File: src/rtl/clock_ctrl_pkg.sv
// Shared operation codes and sequencer state encoding for the clock counter control path.
package clock_ctrl_pkg;

    localparam logic [1:0] OP_NONE     = 2'b00;
    localparam logic [1:0] OP_SEC_ZERO = 2'b01;
    localparam logic [1:0] OP_MIN_ADD  = 2'b10;
    localparam logic [1:0] OP_RESET    = 2'b11;

    typedef enum logic [1:0] {
        StIdle,
        StIssue,
        StWaitAck,
        StHold
    } seq_state_e;

    // Fixed priority: full reset, then seconds clear, then minute add.
    function automatic logic [1:0] pick_op(input logic reset_pend, input logic sto0_pend);
        if (reset_pend) begin
            return OP_RESET;
        end else if (sto0_pend) begin
            return OP_SEC_ZERO;
        end
        return OP_MIN_ADD;
    endfunction

endpackage

File: src/rtl/op_request_pending.sv
// Pending request store: reset/seconds-clear flags and a saturating minute-add counter.
module op_request_pending
    import clock_ctrl_pkg::*;
#(
    parameter int unsigned MADD_W = 4
) (
    input  logic              clk_i,
    input  logic              rst_i,
    input  logic              req_madd_i,
    input  logic              req_sto0_i,
    input  logic              req_reset_i,
    input  logic              grant_i,
    input  logic [1:0]        grant_op_i,
    output logic              reset_pend_o,
    output logic              sto0_pend_o,
    output logic [MADD_W-1:0] madd_cnt_o
);

    localparam logic [MADD_W-1:0] MaddMax = '1;
    localparam logic [MADD_W-1:0] MaddOne = MADD_W'(1);

    logic              reset_pend_q, reset_pend_d;
    logic              sto0_pend_q, sto0_pend_d;
    logic [MADD_W-1:0] madd_q, madd_d;
    logic              g_reset, g_sto0, g_madd, madd_inc;

    always_comb begin
        g_reset = grant_i && (grant_op_i == OP_RESET);
        g_sto0  = grant_i && (grant_op_i == OP_SEC_ZERO);
        g_madd  = grant_i && (grant_op_i == OP_MIN_ADD);

        // A request in the grant cycle keeps the item pending.
        reset_pend_d = req_reset_i || (reset_pend_q && !g_reset);
        sto0_pend_d  = req_sto0_i || (sto0_pend_q && !g_sto0 && !req_reset_i);

        // At saturation an increment is only accepted when a decrement frees a slot.
        madd_inc = req_madd_i && ((madd_q != MaddMax) || g_madd);
        madd_d   = madd_q;
        if (req_reset_i) begin
            madd_d = '0;
        end else if (g_madd && !madd_inc) begin
            madd_d = madd_q - MaddOne;
        end else if (madd_inc && !g_madd) begin
            madd_d = madd_q + MaddOne;
        end
    end

    always_ff @(posedge clk_i) begin
        if (rst_i) begin
            reset_pend_q <= 1'b0;
            sto0_pend_q  <= 1'b0;
            madd_q       <= '0;
        end else begin
            reset_pend_q <= reset_pend_d;
            sto0_pend_q  <= sto0_pend_d;
            madd_q       <= madd_d;
        end
    end

    assign reset_pend_o = reset_pend_q;
    assign sto0_pend_o  = sto0_pend_q;
    assign madd_cnt_o   = madd_q;

endmodule

File: src/rtl/clock_op_sequencer.sv
// Arbitrates pending user commands and issues them one at a time as single-cycle op codes,
// waiting for the counter's acknowledge and a short hold-off between operations.
module clock_op_sequencer
    import clock_ctrl_pkg::*;
#(
    parameter int unsigned MADD_W      = 4,
    parameter int unsigned ACK_TIMEOUT = 4,
    parameter int unsigned HOLDOFF     = 2
) (
    input  logic              clk_i,
    input  logic              rst_i,
    input  logic              req_madd_i,
    input  logic              req_sto0_i,
    input  logic              req_reset_i,
    input  logic              op_ack_i,
    output logic [1:0]        operation_o,
    output logic              busy_o,
    output logic [MADD_W-1:0] madd_pending_o,
    output logic              err_timeout_o
);

    localparam int unsigned TimerMax = (ACK_TIMEOUT > HOLDOFF) ? ACK_TIMEOUT : HOLDOFF;
    localparam int unsigned TimerW   = $clog2(TimerMax + 1);
    localparam logic [TimerW-1:0] AckLast  = TimerW'(ACK_TIMEOUT - 1);
    localparam logic [TimerW-1:0] HoldLast = TimerW'(HOLDOFF - 1);
    localparam logic [TimerW-1:0] TimerOne = TimerW'(1);

    seq_state_e        state_q, state_d;
    logic [TimerW-1:0] timer_q, timer_d;
    logic [1:0]        op_q, op_d;
    logic              err_q, err_d;

    logic              reset_pend, sto0_pend, any_pend, grant;
    logic [MADD_W-1:0] madd_cnt;
    logic [1:0]        grant_op;

    op_request_pending #(
        .MADD_W (MADD_W)
    ) u_pending (
        .clk_i        (clk_i),
        .rst_i        (rst_i),
        .req_madd_i   (req_madd_i),
        .req_sto0_i   (req_sto0_i),
        .req_reset_i  (req_reset_i),
        .grant_i      (grant),
        .grant_op_i   (grant_op),
        .reset_pend_o (reset_pend),
        .sto0_pend_o  (sto0_pend),
        .madd_cnt_o   (madd_cnt)
    );

    always_comb begin
        state_d  = state_q;
        timer_d  = timer_q;
        op_d     = OP_NONE;
        err_d    = err_q;
        grant    = 1'b0;
        grant_op = pick_op(reset_pend, sto0_pend);
        any_pend = reset_pend || sto0_pend || (madd_cnt != '0);

        unique case (state_q)
            StIdle: begin
                if (any_pend) begin
                    grant   = 1'b1;
                    op_d    = grant_op;
                    state_d = StIssue;
                end
            end
            StIssue: begin
                state_d = StWaitAck;
                timer_d = '0;
            end
            StWaitAck: begin
                // Abandoned ops are not retried; only the sticky flag records them.
                if (op_ack_i) begin
                    state_d = StHold;
                    timer_d = '0;
                end else if (timer_q == AckLast) begin
                    err_d   = 1'b1;
                    state_d = StHold;
                    timer_d = '0;
                end else begin
                    timer_d = timer_q + TimerOne;
                end
            end
            StHold: begin
                if (timer_q == HoldLast) begin
                    state_d = StIdle;
                    timer_d = '0;
                end else begin
                    timer_d = timer_q + TimerOne;
                end
            end
        endcase
    end

    always_ff @(posedge clk_i) begin
        if (rst_i) begin
            state_q <= StIdle;
            timer_q <= '0;
            op_q    <= OP_NONE;
            err_q   <= 1'b0;
        end else begin
            state_q <= state_d;
            timer_q <= timer_d;
            op_q    <= op_d;
            err_q   <= err_d;
        end
    end

    assign operation_o    = op_q;
    assign busy_o         = (state_q != StIdle);
    assign madd_pending_o = madd_cnt;
    assign err_timeout_o  = err_q;

endmodule

File: config.mk
export PLATFORM = sky130hd
export DESIGN_NAME = clock_op_sequencer
export DESIGN_NICKNAME = d
export VERILOG_FILES = /design/src/rtl/clock_ctrl_pkg.sv /design/src/rtl/op_request_pending.sv /design/src/rtl/clock_op_sequencer.sv
export SDC_FILE = /design/constraint.sdc
export NUM_CORES = 1
export LEC_CHECK = 0
export CELL_PAD_IN_SITES_DETAIL_PLACEMENT = 2
export CELL_PAD_IN_SITES_GLOBAL_PLACEMENT = 2
export CORE_ASPECT_RATIO = 0.9
export CORE_MARGIN = 10
export CORE_UTILIZATION = 34
export DETAILED_ROUTE_END_ITERATION = 12
export PLACE_DENSITY = 0.9
export RECOVER_POWER = 100
export SLEW_MARGIN = 40
export SYNTH_ARGS = -nofsm -noshare
export SYNTH_HDL_FRONTEND = slang
export SYNTH_HIERARCHICAL = 1
export SYNTH_SLANG_ARGS = --single-unit
File: constraint.sdc
create_clock -name clk_i -period 5.1 [get_ports clk_i]
set_clock_uncertainty 0.1 [all_clocks]
set_input_delay 0.51 -clock clk_i [delete_from_list [all_inputs] [get_ports clk_i]]
set_output_delay 0.51 -clock clk_i [all_outputs]
set_load 0.05 [all_outputs]
# Word level (Yosys, flattened, before mapping)
# Cells that the tools add are included.
dict set report totals {
  out_inout_bits 8
  reg_bits 14
  wordCells 71
  inputBits 6
}
dict set report op_classes {
  n_reduce_logical 28
  muxes 18
  bitwise_logic 3
  addsub 3
  eq_ne 12
}
# cell n
set op_table {}
lappend op_table {{two-way mux 2 bit} 7}
lappend op_table {{logical AND 1 bit} 9}
lappend op_table {{two-way mux 3 bit} 3}
lappend op_table {{case mux 3 bit (3 select lines)} 1}
lappend op_table {{== test 2 bit (second input constant)} 4}
lappend op_table {{two-way mux 4 bit} 2}
lappend op_table {{case mux 2 bit (4 select lines)} 1}
lappend op_table {{AND reduction 3 bit} 2}
lappend op_table {{logical NOT 1 bit} 5}
lappend op_table {{logical OR 1 bit} 5}
lappend op_table {{adder 4 x 1 -> 4 bit (second input constant)} 1}
lappend op_table {{== test 2 x 1 -> 1 bit (second input constant)} 2}
lappend op_table {{two-way mux 1 bit} 4}
lappend op_table {{!= test 2 bit (second input constant)} 2}
lappend op_table {{!= test 4 bit (second input constant)} 1}
lappend op_table {{nonzero test 2 bit} 2}
lappend op_table {{nonzero test 4 bit} 1}
lappend op_table {{subtractor 4 x 1 -> 4 bit (second input constant)} 1}
lappend op_table {{adder 3 x 1 -> 3 bit (second input constant)} 1}
lappend op_table {{== test 3 x 1 -> 1 bit (second input constant)} 1}
lappend op_table {{== test 3 x 2 -> 1 bit (second input constant)} 1}
lappend op_table {{!= test 3 bit (second input constant)} 1}
lappend op_table {{inverter 1 bit} 3}
lappend op_table {{nonzero test 3 bit} 1}
lappend op_table {{other kinds (3)} 3}

# Depth between registers and ports, before layout
# Gate-level depths: netlist of the first run.
dict set report depth {
  ltp_word 10
  ltp_mapped 11
  depth_no_buf 11
}

# Modules after synthesis
# The synthesis of the first run kept the hierarchy.
# mod instances seq_area_each_um2 area_each_um2 cells_per_inst
set modules_own_cells {}
lappend modules_own_cells {clock_op_sequencer 1 160.2 546.8 62}
lappend modules_own_cells {op_request_pending 1 120.1 410.4 44}

# Least setup slack after synthesis of the first run
# OpenSTA, ideal clock, no wires.
dict set report synth_timing {
  kind {reg2reg}
  from {register u_pending.madd_q[3], in the netlist u_pending/madd_cnt_o[3]}
  to {register u_pending.madd_q[2], in the netlist u_pending/madd_cnt_o[2]}
  required_time_ns 4.880
  arrival_ns 2.378
  setup_time_ns 0.120
  n_path_buf 0
  path_stages_with_launch 11
  slack_ns 2.502
  synth_period_minus_slack_ns 2.598
  cell_sequence {dfxtp_1 nor4_2 nor3b_2 nor2_1 nand4bb_4 xnor2_1 ha_1 and3b_1 mux2i_1 nand3_1 nor3b_2}
}
dict set report synth_between {
  elab_chain_cells 10
  elab_cells_between_ends 14
  cone_classes {eq/ne (1); mux (3); reduce/logical (10)}
}
# element line
set synth_lines {}
lappend synth_lines {{start, declared} op_request_pending.sv:24} ;# logic [MADD_W-1:0] madd_q, madd_d;
lappend synth_lines {{start signal, assigned} op_request_pending.sv:56} ;# madd_q <= madd_d;
lappend synth_lines {{nonzero test 4 bit (*)} clock_op_sequencer.sv:59} ;# any_pend = reset_pend || sto0_pend || (madd_cnt != '0);
lappend synth_lines {{logical OR 1 bit (*)} clock_op_sequencer.sv:59}
lappend synth_lines {{two-way mux 1 bit (*)} clock_op_sequencer.sv:63} ;# if (any_pend) begin
lappend synth_lines {{two-way mux 1 bit (*)} clock_op_sequencer.sv:61} ;# unique case (state_q)
lappend synth_lines {{net grant} clock_op_sequencer.sv:33} ;# logic reset_pend, sto0_pend, any_pend, grant;
lappend synth_lines {{logical AND 1 bit (*)} op_request_pending.sv:30} ;# g_madd = grant_i && (grant_op_i == OP_MIN_ADD);
lappend synth_lines {{logical OR 1 bit} op_request_pending.sv:37} ;# madd_inc = req_madd_i && ((madd_q != MaddMax) || g_madd);
lappend synth_lines {{logical AND 1 bit} op_request_pending.sv:37}
lappend synth_lines {{logical NOT 1 bit} op_request_pending.sv:41} ;# end else if (g_madd && !madd_inc) begin
lappend synth_lines {{logical AND 1 bit} op_request_pending.sv:41}
lappend synth_lines {{two-way mux 4 bit or nonzero test 2 bit (tied branches)} --}
# Mark *: on every way through the listed nets, which the timed path passes. The rest lies on a longest branch.
# A chain may end at the register's enable or synchronous reset.

# Worst setup path in the final report of the first run
dict set report layout_timing {
  from {register state_q[1]}
  to {output busy_o}
}
dict set report layout_between {
  elab_chain_cells 1
}
# element line
set layout_lines {}
lappend layout_lines {{start, declared} clock_op_sequencer.sv:28} ;# seq_state_e state_q, state_d;
lappend layout_lines {{start signal, assigned} clock_op_sequencer.sv:99} ;# state_q <= StIdle;
lappend layout_lines {{start signal, assigned} clock_op_sequencer.sv:104} ;# state_q <= state_d;
lappend layout_lines {{nonzero test 2 bit} clock_op_sequencer.sv:112} ;# assign busy_o = (state_q != StIdle);
lappend layout_lines {{end, declared} clock_op_sequencer.sv:17} ;# output logic busy_o,
# No other way between the ends.

==> results by group, run 1 <==
Worst setup path
  – Crit Reg-Reg Startpoint: state_q[0]
  – Kind of critical path: reg2out
  – CP top delay family: buffers and inverters
  – Critical Path RT: approximately 4500 ps
  – Maximum fanout along the worst path: 5
  – Worst-path cell chain: inv_1 > ha_1 > inv_1 > dlygate4sd3_1
  – Worst Setup End Kind: output port
  – Startpoint types: flip-flop
  – Crit path top cell by count: inv_1
  – WP data arrival: roughly 2100 ps
  – Worst Setup SP: state_q[1]
  – Buf/Inv on CP: 3
  – Highest-delay cell along the critical path: dlygate4sd3_1
  – Largest stage delay on the critical path: 910 ps

Floorplanning
  – I/O pin count: 14
  – FP Rows: 18
  – Area of the core: 2725 µm²
  – Initial Util: 0.3512
  – DIE WIDTH: ~76 µm
  – Die Area: about 5300 µm²
  – Die H: around 70 µm

Global routing
  – Largest net degree at the start of global routing: 13
  – Vias in the first global route: between 800 and 900
  – Initial antenna violation count: 0
  – First-pass GRT wire length: about 4.3 mm
  – GRT Overall Usage: 0.09490
  – Grt ovf: 0

Synth
  – Mapped Avg Cell Area: between 9 and 10 µm²
  – Number of synthesized flops with an enable pin: 0
  – Synthesized net count: ~120
  – Largest family of logic cells by synthesized area: simple AND/OR/NAND/NOR gates
  – Simple-Gate Fraction of Synth Area: 0.3333
  – Area contributors post-synth: dfxtp_1 (29%), ha_1 (13%), nor2_1 (5.1%)
  – Post-Syn Area: 957.2 µm²
  – Ys flop type: dfxtp_1
  – FFs w/ async S/R, synth: 0
  – Mux cell area share after synthesis: 0.02222
  – Synth Instances: around 110
  – Post-synth top area share: 0.2928
  – Post-synth cell types: 39
  – Yosys reg bits: 14
  – Synth warnings: 6
  – Post-Synth Adder-Cell Area: 0.1307
  – Xor and xnor area share after synthesis: 0.009150
  – Post-synth top area cell: dfxtp_1
  – Sequential fraction of the synthesis area: 0.2928
  – Synth Area in Compound Gates: 0.1595

Power and ir drop
  – Pint: between 0.2 and 0.25 mW
  – Maximum vdd drop: about 130 µV
  – Combinational share of power: 0.469
  – Switching power: 0.1823 mW
  – Total power: roughly 0.42 mW
  – Power share of the clock group: 0.201
  – Switching share of power: 0.4360
  – Leakage: roughly 0.47 nW
  – Seq pwr share: 0.330
  – Pwr/cell area: around 360 nW/µm²

Place
  – GP Congestion: about 0.74
  – DPL Wire Length: roughly 2.0 mm
  – Placed cell count: ~160
  – PortBufs: 13
  – Worst slack, placed: approximately 2500 ps

Layout
  – Fin nets: between 100 and 150
  – Fill cells: ~320
  – Area taken by multi-input logic gates: a little over 600 µm²
  – Register area: 280.3 µm²
  – Final cell count without fillers: between 150 and 200
  – Ant. Diodes: 0
  – Post-layout util: 0.4242
  – Synthesis-to-layout area growth: 20.78%
  – Layout cells sized above 1: 0.1322

STA
  – Slew Viols, Final: 0
  – Final setup fails: 0
  – Post-route setup slack: 2382 ps
  – Hold Fails Final Rpt: 0
  – Setup_tns: 0 ps
  – Max Clk Rate: 0.3680 GHz
  – Slew margin rel.: 0.6510
  – RSZ-0062 raised after global routing: no
  – Tightest Pin Transition: around 520 ps
  – Clock period minus worst slack: between 2000 and 3000 ps
  – Final Cycle Share: 0.5329

Clock tree
  – H-tree Lvls: 1
  – Clock sinks: 14
  – Hold buffer count at CTS: 0
  – CTS root buf: clkbuf_4
  – CTS tree: built
  – Reg clk slew, reported paths: ~90 ps
  – Inserted Clock Buffers: 3
  – PostCTS Resize Cnt: 0
  – Worst-Skew Late Latency: about 290 ps
  – Longest Clk Path Bufs: 2
  – Setup bufs post-CTS: 0

Drt
  – Final Routed Wirelength: roughly 2.5 mm
  – Post-DRT Antenna Nets: 0
  – TritonRoute pass-1 iters: 4
  – Residual DRC count: 0
  – DR vias/cell: ~5
  – Via count: ~810
  – DR WL/cell: 15.37 µm
  – Drt initial violations: 36

Hold path
  – Hold path startpoint: err_timeout_o
  – Class of the tightest hold or removal check: reg2reg

Run
  – Maxcap violations: 0

Run status
  – Status: complete, no violations
worst register-to-register path: stages (launching register included):
cell and delay, ps:
dfxtp_1 320, inv_1 120, ha_1 250, inv_1 160, nor2_1 380, nand4bb_4 190
xnor2_1 170, ha_1 240, and3b_1 190, mux2i_1 220, a21oi_1 120, nor3b_2 170
power by group through the flow:
| stage | clock network, mW | logic [mW] | registers [mW] |
|---|---|---|---|
| floorplan | 0 | 0.134 | 0.154 |
| global placement | 0 | 0.196 | 0.140 |
| detailed placement | 0 | 0.205 | 0.141 |
| CTS | 0.0866 | 0.208 | 0.139 |
| global route | 0.0907 | 0.220 | 0.140 |
| finish | 0.0842 | 0.196 | 0.138 |
Yosys cell counts (2+ instances only):
cell,count
nor2_1,13
ha_1,10
inv_1,10
dfxtp_1,14
nor3b_2,2
or2_2,2
nand3_1,6
o21ai_0,3
nand2b_1,2
nor3_1,3
nand2_1,4
a21oi_1,6
o41ai_1,4
nand4_1,2
final cells by class:
cell class / instances / share of cell area
flip-flops and latches: 14 / 0.2424
multi-input cells: 79 / 0.5346
clock buffers: 4 / 0.03139
well taps: 40 / 0.04329
repair buffers: 13 / 0.1126
inverters: 11 / 0.03571
cells in the final DEF (no fill, tap or decap), drive strengths merged, types with 2 or more instances in the layout:
cell / synthesis / final
dlygate4sd3: 0 / 9
nand3b: 2 / 2
o21ai: 3 / 3
dfxtp: 14 / 14
nand2: 4 / 4
and2: 2 / 2
nor3b: 2 / 2
a21oi: 6 / 6
nor2: 13 / 13
nand3: 6 / 6
nor4: 2 / 2
nand2b: 2 / 2
or2: 2 / 2
inv: 11 / 11
nor3: 3 / 3
clkbuf: 1 / 4
ha: 10 / 10
o41ai: 4 / 4
nand4: 2 / 2
clkdlybuf4s50: 0 / 4
through the flow:
stage          cell area, µm²  hold WS (ps)
5_1_grt                  1156         425.5
6_report                 1156         382.0
3_5_place_dp             1129         372.5
2_1_floorplan           957.2         364.7
3_3_place_gp             1129         351.2
4_1_cts                  1165         397.9
state kept, by name (all words and copies together) (netlist names):
signal and cells:
operation_o 2, u_pending/sto0_pend_o 1, timer_q 3, err_timeout_o 1
u_pending/madd_cnt_o 4, u_pending/reset_pend_o 1, state_q 2
final timing paths:
check / to / slack [ps] / cells past startpoint
setup / recovery: busy_o / 2380 / 4
hold / removal: err_timeout_o / 380 / 2
setup reg to reg: u_pending/madd_cnt_o[2] / 2410 / 11
hold reg to reg: err_timeout_o / 380 / 2
cell families (layout without fill, tap and decap cells):
group / Yosys count / after routing
AND/OR/NAND/NOR: 46 / 46
adder cells (fa/ha/maj): 10 / 10
XOR/XNOR: 1 / 1
AO/OA/AOI/OAI: 20 / 20
buffers and inverters: 13 / 28
flip-flops: 14 / 14
multiplexers: 2 / 2
layer usage:
| layer | vias up | track usage | share of wire |
|---|---|---|---|
| met3 | 2 | 0.01918 | 0.025 |
| met5 | - | 0 | 0 |
| met4 | 0 | 0.03782 | 0.0036 |
| li1 | 404 | - | - |
| met2 | 9 | 0.1509 | 0.48 |
| met1 | 397 | 0.1212 | 0.49 |
Power figures use the tool's default switching activity.
==> inputs of run 2 (changes only) <==
--- a/config.mk
+++ b/config.mk
@@ -9,9 +9,9 @@
 export CELL_PAD_IN_SITES_GLOBAL_PLACEMENT = 2
 export CORE_ASPECT_RATIO = 0.9
 export CORE_MARGIN = 10
-export CORE_UTILIZATION = 34
+export CORE_UTILIZATION = 29
 export DETAILED_ROUTE_END_ITERATION = 12
-export PLACE_DENSITY = 0.9
+export PLACE_DENSITY = 0.83
 export RECOVER_POWER = 100
 export SLEW_MARGIN = 40
 export SYNTH_ARGS = -nofsm -noshare
==> constraint.sdc (replaced) <==
create_clock -name clk_i -period 2.3 [get_ports clk_i]
set_clock_uncertainty 0.1 [all_clocks]
set_input_delay 0.23 -clock clk_i [delete_from_list [all_inputs] [get_ports clk_i]]
set_output_delay 0.23 -clock clk_i [all_outputs]
set_load 0.05 [all_outputs]
==> results by group, run 2 (synthesized netlist as in run 1, its figures left out) <==
Worst setup path
  – Crit Reg-Reg Startpoint: u_pending/reset_pend_o (was state_q[0])
  – Kind of critical path: reg2reg (was reg2out)
  – Critical Path RT: 2330 ps (was 4490 ps)
  – Startpoint types: flip-flop (unchanged)
  – Maximum fanout along the worst path: 4 (was 5)
  – WP data arrival: 2320 ps (was 2110 ps)
  – Worst R2R End: u_pending/madd_cnt_o[2] (unchanged)
  – Register-to-register path setup slack: 10 ps (was 2410 ps)
  – Worst reg2reg path depth: 10 (was 11)
  – CP Capture Point: u_pending/madd_cnt_o[2] (was busy_o)
  – Worst Setup End Kind: flip-flop (was output port)
  – Worst Setup SP: u_pending/reset_pend_o (was state_q[1])

STA
  – Slew margin rel.: 0.6466 (was 0.6510)
  – Clock period minus worst slack: 2290 ps
  – Final hold slack: 391.1 ps (was 382.0 ps)
  – Final Cycle Share: 0.9954
  – Max Clk Rate: approximately 0.44 GHz
  – RSZ-0062 raised after global routing: yes (was no)
  – Slew Viols, Final: 0 (unchanged)
  – Final setup fails: 0 (unchanged)
  – Hold Fails Final Rpt: 0 (unchanged)
  – Tightest Pin Transition: 528.5 ps (was 522.8 ps)

Drt
  – DR WL/cell: 18.53 µm (was 15.37 µm)
  – Post-DRT Antenna Nets: 0 (unchanged)
  – Drt initial violations: 47 (was 36)
  – Via count: 889 (was 812)
  – Residual DRC count: 0 (unchanged)
  – DR vias/cell: 5.139 (was 5.043)
  – Final Routed Wirelength: 3.206 mm (was 2.474 mm)
  – TritonRoute pass-1 iters: 4 (unchanged)

Clock tree
  – Inserted Clock Buffers: 3 (unchanged)
  – CTS root buf: clkbuf_8 (was clkbuf_4)
  – CTS tree: built (unchanged)
  – Longest Clk Path Bufs: 2 (unchanged)
  – Clock sinks: 14 (unchanged)
  – Reg clk slew, reported paths: 60 ps (was 90 ps)
  – Worst-Skew Late Latency: 250 ps (was 290 ps)
  – Hold buffer count at CTS: 0 (unchanged)
  – H-tree Lvls: 1 (unchanged)

Layout
  – Synthesis-to-layout area growth: 36.21% (was 20.78%)
  – Fin nets: 149 (was 138)
  – Layout cells sized above 1: 0.3130 (was 0.1322)
  – Most frequent cells in the layout: nor2_1 (12), clkdlybuf4s50_1 (12), buf_4 (12), dfxtp_1 (9) (was dfxtp_1 (14), nor2_1 (13), inv_1 (11), ha_1 (10), dlygate4sd3_1 (9))
  – Max FFs per register: 4 (unchanged)
  – Fill cells: 332 (was 319)
  – Post-route design area: 1304 µm² (was 1156 µm²)
  – Post-layout util: 0.4186 (was 0.4242)
  – Ant. Diodes: 0 (unchanged)

Power and ir drop
  – Pwr/cell area: 831.2 nW/µm² (was 361.7 nW/µm²)
  – Maximum vdd drop: 257.8 µV (was 127.0 µV)
  – Switching power: 0.4674 mW (was 0.1823 mW)
  – Leakage: 0.5094 nW (was 0.4655 nW)
  – Switching share of power: 0.4313 (was 0.4360)
  – Seq pwr share: 0.279 (was 0.330)
  – Pint: 0.6163 mW (was 0.2358 mW)
  – Power share of the clock group: 0.193 (was 0.201)
  – Total power: 1.084 mW (was 0.4181 mW)
  – Combinational share of power: 0.528 (was 0.469)

Floorplanning
  – DIE WIDTH: 80.56 µm (was 75.93 µm)
  – Die H: 74.50 µm (was 70.34 µm)
  – Initial Util: 0.3074 (was 0.3512)
  – FP Rows: 19 (was 18)
  – Area of the core: 3114 µm² (was 2725 µm²)
  – Die Area: 6002 µm² (was 5341 µm²)
  – I/O pin count: 14 (unchanged)

Global routing
  – GRT Overall Usage: 0.1116 (was 0.09490)
  – First-pass GRT wire length: 5.216 mm (was 4.257 mm)
  – Vias in the first global route: 985 (was 897)
  – Grt ovf: 0 (unchanged)
  – Initial antenna violation count: 0 (unchanged)
  – Largest net degree at the start of global routing: 12 (was 13)

Hold path
  – Class of the tightest hold or removal check: reg2reg (unchanged)
  – Cells on Worst Hold Path: 2 (unchanged)

Place
  – PortBufs: 13 (unchanged)
  – Placed inst area: 1196 µm² (was 1129 µm²)
  – GP Congestion: 0.7955 (was 0.7398)
  – DPL Wire Length: 2.362 mm (was 1.985 mm)

Run
  – Maxcap violations: 0 (unchanged)

Run status
  – Status: complete, no violations (unchanged)
[run 2: changes by cell type in the layout (fill, tap and decap cells not counted), moves of 4 or more]
cell,change
clkdlybuf4s50_1,+8
buf_4,+12
dfxtp_2,+4
dfxtp_1,-5
dlygate4sd3_1,-9
[run 2: power groups by stage]
stage	Combinational [mW]	Sequential [mW]	Clock, mW
after CTS	0.560	0.301	0.214
after detailed placement	0.503	0.304	0
final	0.572	0.303	0.209
after floorplan	0.302	0.344	0
after global routing	0.613	0.307	0.223
after global placement	0.476	0.299	0
[run 2: repair_timing]
action                                  in CTS  in global routing
resized for setup                            5                  7
pin swaps                                    1                  5
endpoints found under the setup margin       1                  1
buffers inserted                             1                  2
[run 2: area by class of cell]
class,count,area (µm²),share of cell area
multi-input combinational,79,669.4,0.5134
clock buffer,3,41.29,0.03167
inverter,11,41.29,0.03167
tap,42,52.55,0.04031
sequential,14,289.0,0.2217
timing repair buffer,24,210.2,0.1612
[run 2: worst max-delay path, stage by stage, from the launching register on]
cell and delay, ps:
dfxtp_4 360, nor4_4 290, nor3b_4 300, nor2_4 70, nand4bb_4 110, xnor2_2 70, ha_2 200, and3b_1 170
mux2i_2 200, nand3_1 130, nor3b_2 190
[run 2: metrics by stage]
| stage | setup WS (ps) | instances | TNS, ps |
|---|---|---|---|
| 3_3_place_gp | 119.0 | 167 | 0 |
| 6_report | 10.47 | 173 | 0 |
| 5_1_grt | -85.37 | 173 | -85.37 |
| 2_1_floorplan | 10.36 | 106 | 0 |
| 4_1_cts | 8.802 | 171 | 0 |
| 3_5_place_dp | -73.12 | 167 | -73.12 |
[run 2: how the worst min path moves through the flow]
stage / start / endpoint / slack [ps]
final: err_timeout_o / err_timeout_o / 390
after global routing: err_timeout_o / err_timeout_o / 430
after CTS: err_timeout_o / err_timeout_o / 380
after detailed placement: err_timeout_o / err_timeout_o / 360
after global placement: err_timeout_o / err_timeout_o / 350
after floorplan: rst_i / u_pending/reset_pend_o / 200
[run 2: per-layer routing]
| layer | part of all wire | vias up | track usage |
|---|---|---|---|
| li1 | - | 429 | - |
| met1 | 0.49 | 438 | 0.1428 |
| met2 | 0.47 | 16 | 0.1829 |
| met3 | 0.019 | 6 | 0.008434 |
| met4 | 0.026 | 0 | 0.05859 |
| met5 | 0 | - | 0 |
